## src/rtl/button_pkg.sv

```systemverilog
// Shared constants for the button emulator: timing defaults, widths and FSM encoding.
package button_pkg;

    localparam int unsigned TIMER_W = 24;
    localparam int unsigned CNT_W   = 4;

    localparam logic [TIMER_W-1:0] DEF_BOUNCE_TIME  = 24'd4800;
    localparam int unsigned        DEF_BOUNCE_EDGES = 4;
    localparam logic [TIMER_W-1:0] DEF_HOLD_TIME    = 24'd960000;
    localparam logic [TIMER_W-1:0] DEF_GAP_TIME     = 24'd960000;

    localparam logic [2:0] ST_IDLE           = 3'd0;
    localparam logic [2:0] ST_PRESS_BOUNCE   = 3'd1;
    localparam logic [2:0] ST_HOLD           = 3'd2;
    localparam logic [2:0] ST_RELEASE_BOUNCE = 3'd3;
    localparam logic [2:0] ST_GAP            = 3'd4;
    localparam logic [2:0] ST_FINISH         = 3'd5;

    typedef enum logic [2:0] {
        IDLE           = ST_IDLE,
        PRESS_BOUNCE   = ST_PRESS_BOUNCE,
        HOLD           = ST_HOLD,
        RELEASE_BOUNCE = ST_RELEASE_BOUNCE,
        GAP            = ST_GAP,
        FINISH         = ST_FINISH
    } state_t;

endpackage

```

## src/rtl/button_emulator_phase_timer.sv

```systemverilog
// Phase timer: counts cycles from 0 after a clear and flags the last cycle of an i_limit-long phase.
module phase_timer
    import button_pkg::*;
(
    input  logic               clk,
    input  logic               rst_n,
    input  logic               i_clear,
    input  logic [TIMER_W-1:0] i_limit,
    output logic               o_expire_c
);

    logic [TIMER_W-1:0] r_cnt;

    always_ff @(posedge clk or negedge rst_n) begin
        if (!rst_n) begin
            r_cnt <= '0;
        end else if (i_clear) begin
            r_cnt <= '0;
        end else begin
            r_cnt <= r_cnt + TIMER_W'(1);
        end
    end

    assign o_expire_c = (r_cnt == (i_limit - TIMER_W'(1)));

endmodule

```

## src/rtl/button_emulator.sv

```systemverilog
// Emulates a bouncing active-low push button: emits a burst of `count` timed presses on pmod.
module button_emulator
    import button_pkg::*;
#(
    parameter logic [TIMER_W-1:0] BOUNCE_TIME  = DEF_BOUNCE_TIME,
    parameter int unsigned        BOUNCE_EDGES = DEF_BOUNCE_EDGES,
    parameter logic [TIMER_W-1:0] HOLD_TIME    = DEF_HOLD_TIME,
    parameter logic [TIMER_W-1:0] GAP_TIME     = DEF_GAP_TIME
) (
    input  logic             clk,
    input  logic             rst_n,
    input  logic             start,
    input  logic [CNT_W-1:0] count,
    output logic             pmod,
    output logic             busy,
    output logic             done,
    output logic [CNT_W-1:0] led
);

    localparam int unsigned        HALF_W    = 6;
    localparam logic [HALF_W-1:0]  LAST_HALF = HALF_W'(2 * BOUNCE_EDGES) - HALF_W'(1);
    localparam bit                 NO_BOUNCE = (BOUNCE_EDGES == 0);

    state_t             r_state;
    logic [HALF_W-1:0]  r_half;
    logic [CNT_W-1:0]   r_target;
    logic [CNT_W-1:0]   r_led;
    logic               r_pmod;
    logic               r_busy;
    logic               r_done;

    logic [TIMER_W-1:0] w_limit;
    logic               w_expire;
    logic               w_clear;

    // Phase length for the current state; untimed states keep the timer parked at zero.
    always_comb begin
        w_limit = GAP_TIME;
        unique case (r_state)
            PRESS_BOUNCE, RELEASE_BOUNCE: w_limit = BOUNCE_TIME;
            HOLD:                         w_limit = HOLD_TIME;
            default:                      w_limit = GAP_TIME;
        endcase
    end

    assign w_clear = w_expire || (r_state == IDLE) || (r_state == FINISH);

    phase_timer u_timer (
        .clk        (clk),
        .rst_n      (rst_n),
        .i_clear    (w_clear),
        .i_limit    (w_limit),
        .o_expire_c (w_expire)
    );

    always_ff @(posedge clk or negedge rst_n) begin
        if (!rst_n) begin
            r_state  <= IDLE;
            r_half   <= '0;
            r_target <= '0;
            r_led    <= '0;
            r_pmod   <= 1'b1;
            r_busy   <= 1'b0;
            r_done   <= 1'b0;
        end else begin
            unique case (r_state)
                IDLE: begin
                    r_done <= 1'b0;
                    if (start) begin
                        r_led <= '0;
                        if (count == '0) begin
                            r_state <= FINISH;
                            r_done  <= 1'b1;
                        end else begin
                            r_target <= count;
                            r_half   <= '0;
                            r_pmod   <= 1'b0;
                            r_busy   <= 1'b1;
                            r_state  <= NO_BOUNCE ? HOLD : PRESS_BOUNCE;
                        end
                    end
                end
                PRESS_BOUNCE: begin
                    if (w_expire) begin
                        if (r_half == LAST_HALF) begin
                            r_half  <= '0;
                            r_pmod  <= 1'b0;
                            r_state <= HOLD;
                        end else begin
                            r_half <= r_half + HALF_W'(1);
                            r_pmod <= ~r_pmod;
                        end
                    end
                end
                HOLD: begin
                    if (w_expire) begin
                        r_pmod <= 1'b1;
                        r_half <= '0;
                        if (NO_BOUNCE) begin
                            r_led   <= r_led + CNT_W'(1);
                            r_state <= GAP;
                        end else begin
                            r_state <= RELEASE_BOUNCE;
                        end
                    end
                end
                RELEASE_BOUNCE: begin
                    if (w_expire) begin
                        if (r_half == LAST_HALF) begin
                            r_half  <= '0;
                            r_pmod  <= 1'b1;
                            r_led   <= r_led + CNT_W'(1);
                            r_state <= GAP;
                        end else begin
                            r_half <= r_half + HALF_W'(1);
                            r_pmod <= ~r_pmod;
                        end
                    end
                end
                GAP: begin
                    // r_led doubles as the press counter; it stops at the target so never wraps.
                    if (w_expire) begin
                        if (r_led == r_target) begin
                            r_busy  <= 1'b0;
                            r_done  <= 1'b1;
                            r_state <= FINISH;
                        end else begin
                            r_half  <= '0;
                            r_pmod  <= 1'b0;
                            r_state <= NO_BOUNCE ? HOLD : PRESS_BOUNCE;
                        end
                    end
                end
                FINISH: begin
                    r_done  <= 1'b0;
                    r_state <= IDLE;
                end
                default: begin
                    r_state <= IDLE;
                end
            endcase
        end
    end

    assign pmod = r_pmod;
    assign busy = r_busy;
    assign done = r_done;
    assign led  = r_led;

endmodule

```

## config.mk

```make
export PLATFORM = sky130hd
export DESIGN_NAME = button_emulator
export DESIGN_NICKNAME = d
export VERILOG_FILES = /design/src/rtl/button_pkg.sv /design/src/rtl/button_emulator_phase_timer.sv /design/src/rtl/button_emulator.sv
export SDC_FILE = /design/constraint.sdc
export NUM_CORES = 1
export LEC_CHECK = 0
export ABC_AREA = 1
export CAP_MARGIN = 10
export CORE_MARGIN = 4
export CORE_UTILIZATION = 50
export CTS_CLUSTER_DIAMETER = 200
export CTS_CLUSTER_SIZE = 24
export DETAILED_ROUTE_END_ITERATION = 16
export PLACE_DENSITY = 0.66
export SYNTH_ARGS = -nofsm -noshare
export SYNTH_HDL_FRONTEND = slang
export SYNTH_SLANG_ARGS = --single-unit
export TNS_END_PERCENT = 20
```

## constraint.sdc

```tcl
create_clock -name clk -period 2.4 [get_ports clk]
set_input_delay 0.6 -clock clk [delete_from_list [all_inputs] [get_ports clk]]
set_output_delay 0.6 -clock clk [all_outputs]
set_load 0.01 [all_outputs]
```

==> metrics <==
status complete, no violations; sequential share of power 41.5%; syn_nets 386; # port buffers 13; grt ovf 0; post-synthesis cell count 376; Global Route met1 Usage 27.9%; crit-path max FO 4; PwrDens 795 nW/um2; post-synth cell types 32; MaxCap Viol Count 0; Yosys reg bits 44; GRT Overall Usage 19.7%; VDD IR-drop max 0.445 mV; CTS sink count 44; detailed router's first-iteration violation count 132; Worst Tran Pin Value 684 ps; via count 2375; drt wl/cell 12.4 um; First-pass DRT Iterations 4; initial antenna violation count 0; Worst Setup Start Kind flop; CP delay by family, top flip-flops; DRC viols 0; CTS root buf clkbuf_8; Final Hold Vio Count 0; Initial Util 51.9%; cts repair resizes 0; grt peak-use layer met2; Clock Skew 8.15 ps; Routed WL 5770 um; leakage power 1.38 nW; Min Hold Slack 284 ps; Async SR Flop Fraction 100%; Peak Freq 0.504 GHz; Die ar. 6610 um2; sequential share of the synthesized area 41.0%; final instance area 2990 um2; Worst Path Arrival 1380 ps; EDFF count, synth 0; Synth Area in Simple Gates 38.8%; internal power 1.39 mW; NetSw 0.993 mW; setup TNS 0 ps; largest net degree at the start of global routing 25; Placer Congestion 0.878; final worst path period share 82.6%; CTS H-tree lvls 2; vias in the first global route 2291; CORE AREA 5170 um2; setup slack, reg-to-reg 490 ps; Buf/Inv on CP 1; hold-fix buffers at CTS 0; largest family of logic cells by synthesized area simple AND/OR/NAND/NOR gates; proportion of synthesized area in mux cells 0%; clock power share 20.0%; io pins 14; DP Area 2900 um2; Worst setup EP type primary output; Diodes inserted 0; cts bufs inserted 5; Min-Delay Path Class in2async; Synth Flop Type dfrtp_1; max_slew headroom 54.2%; Synth Area in Adders 1.40%; crit-path cells clkdlybuf4s50_1; Max Slew Vio Count 0; layout cell share with drive strength beyond 1 8.08%; final setup fails 0; Die W 81.3 um; Layout area overhead 11.4%; Sw Ratio 41.7%; synthesized area per cell 7.14 um2; Worst Path Required 1800 ps; unrepaired setup endpoints after global routing no; worst skew pair latency 300 ps; Min Clock Period, post-route 1980 ps; die height 81.3 um; Setup Fix Bufs, Post-CTS 0; Gate power share 38.5%; Post-DRT Antenna Nets 0; met3 GRT Util 3.44%; Synth Cell Area 2690 um2; Post-Synth XOR/XNOR Area 5.22%; Final nets 405; Rows 26; CP Class reg2out; Largest stage delay, worst path 560 ps; Synth Area in Compound Gates 5.45%; CTS tree done; Worst-path clk slew 90 ps; critical path's slowest cell dfstp_2; DPL Wire Length 4400 um; met2 GRT Util 31.3%; Vias/cell 5.10; first-pass GRT wire length 10400 um; YS warnings 0; Max clock buf depth 2
==> flip-flops by register name (all words and copies together), names as in the netlist <==
name	count
r_half	6
pmod	1
r_state	3
u_timer.r_cnt	24
done	1
busy	1
r_target	4
led	4
==> kinds of logic after synthesis <==
kind of cell               after synthesis
DFF                                     44
xor gates and xnor gates                16
AOI/OAI and AO/OA                       25
adders and majority gates                3
buffers and inverters                   54
and+or+nand+nor                        234
==> cells in the mapped netlist (5+ instances only) <==
| cell type | n | area (um2) |
|---|---|---|
| xnor2_1 | 5 | 43.8 |
| nor2_1 | 54 | 203 |
| inv_1 | 47 | 176 |
| nand3_1 | 35 | 175 |
| xor2_1 | 11 | 96.3 |
| o21ai_1 | 7 | 35.0 |
| nand2_1 | 106 | 398 |
| nand2_2 | 5 | 31.3 |
| dfrtp_1 | 43 | 1080 |
| nor3_1 | 10 | 50.1 |
| nand4_1 | 9 | 56.3 |
| o21ai_0 | 11 | 55.1 |
==> worst reg2reg max path, delay by kind of cell, from the launching register on <==
family	cells	cell delay [ps]
adders and majority gates	1	190
DFF	1	380
and+or+nand+nor	9	1230
==> per-stage QoR <==
stage	std cells	power [mW]	utilization (%)	setup slack [ps]
floorplan	376	1.71	-	846
global placement	458	1.91	56.1	402
detailed placement	458	1.93	56.1	366
CTS	466	2.42	57.9	403
global route	466	2.59	57.9	276
finish	466	2.38	57.9	417
==> power groups by stage <==
stage	clock [mW]	combinational [mW]	sequential, mW
floorplan	0	0.732	0.980
global placement	0	0.906	1.00
detailed placement	0	0.929	1.00
CTS	0.495	0.933	0.989
global route	0.528	1.05	1.01
finish	0.477	0.916	0.987
==> layout make-up <==
type / count / area (um2)
Clock buffer: 5 / 68.8
Clock inverter: 3 / 23.8
Fill cell: 499 / 2180
Inverter: 51 / 191
Multi-Input combinational cell: 278 / 1370
Sequential cell: 44 / 1100
Tap cell: 70 / 87.6
Timing Repair Buffer: 15 / 153
==> per-layer routing <==
layer  routed length [um]  up-vias
met5                    0        -
met4                   27        0
met3                  271        2
met2                 2630       53
met1                 2840     1096
li1                     -     1224
==> layout by cell type, fill, tap and decap left out, types with 2 or more instances in the layout <==
master and count:
nand2_2 5, clkinvlp_4 2, nand3b_1 2, nor2_4 2
nor3_2 2, o21ai_1 7, clkbuf_8 5, nand4_1 9
dfrtp_1 43, nor3_1 10, inv_1 47, nand3_1 35
nor2_2 2, nand2_4 2, nor2_1 54, xor2_1 11
clkdlybuf4s50_1 12, o21ai_0 11, a21oi_1 3, ha_1 3
nand2_1 106, xnor2_1 5, inv_2 4
==> final timing paths <==
path / from / endpoint / cells after the start
max in group asynchronous: rst_n / u_timer.r_cnt[8] / 2
min in group clk: u_timer.r_cnt[0] / u_timer.r_cnt[0] / 1
max: pmod / pmod / 1
min: rst_n / u_timer.r_cnt[22] / 1
max reg2reg: u_timer.r_cnt[0] / r_half[2] / 10
min reg2reg: u_timer.r_cnt[0] / u_timer.r_cnt[0] / 1
No activity file was read; power rests on OpenSTA's default activity.
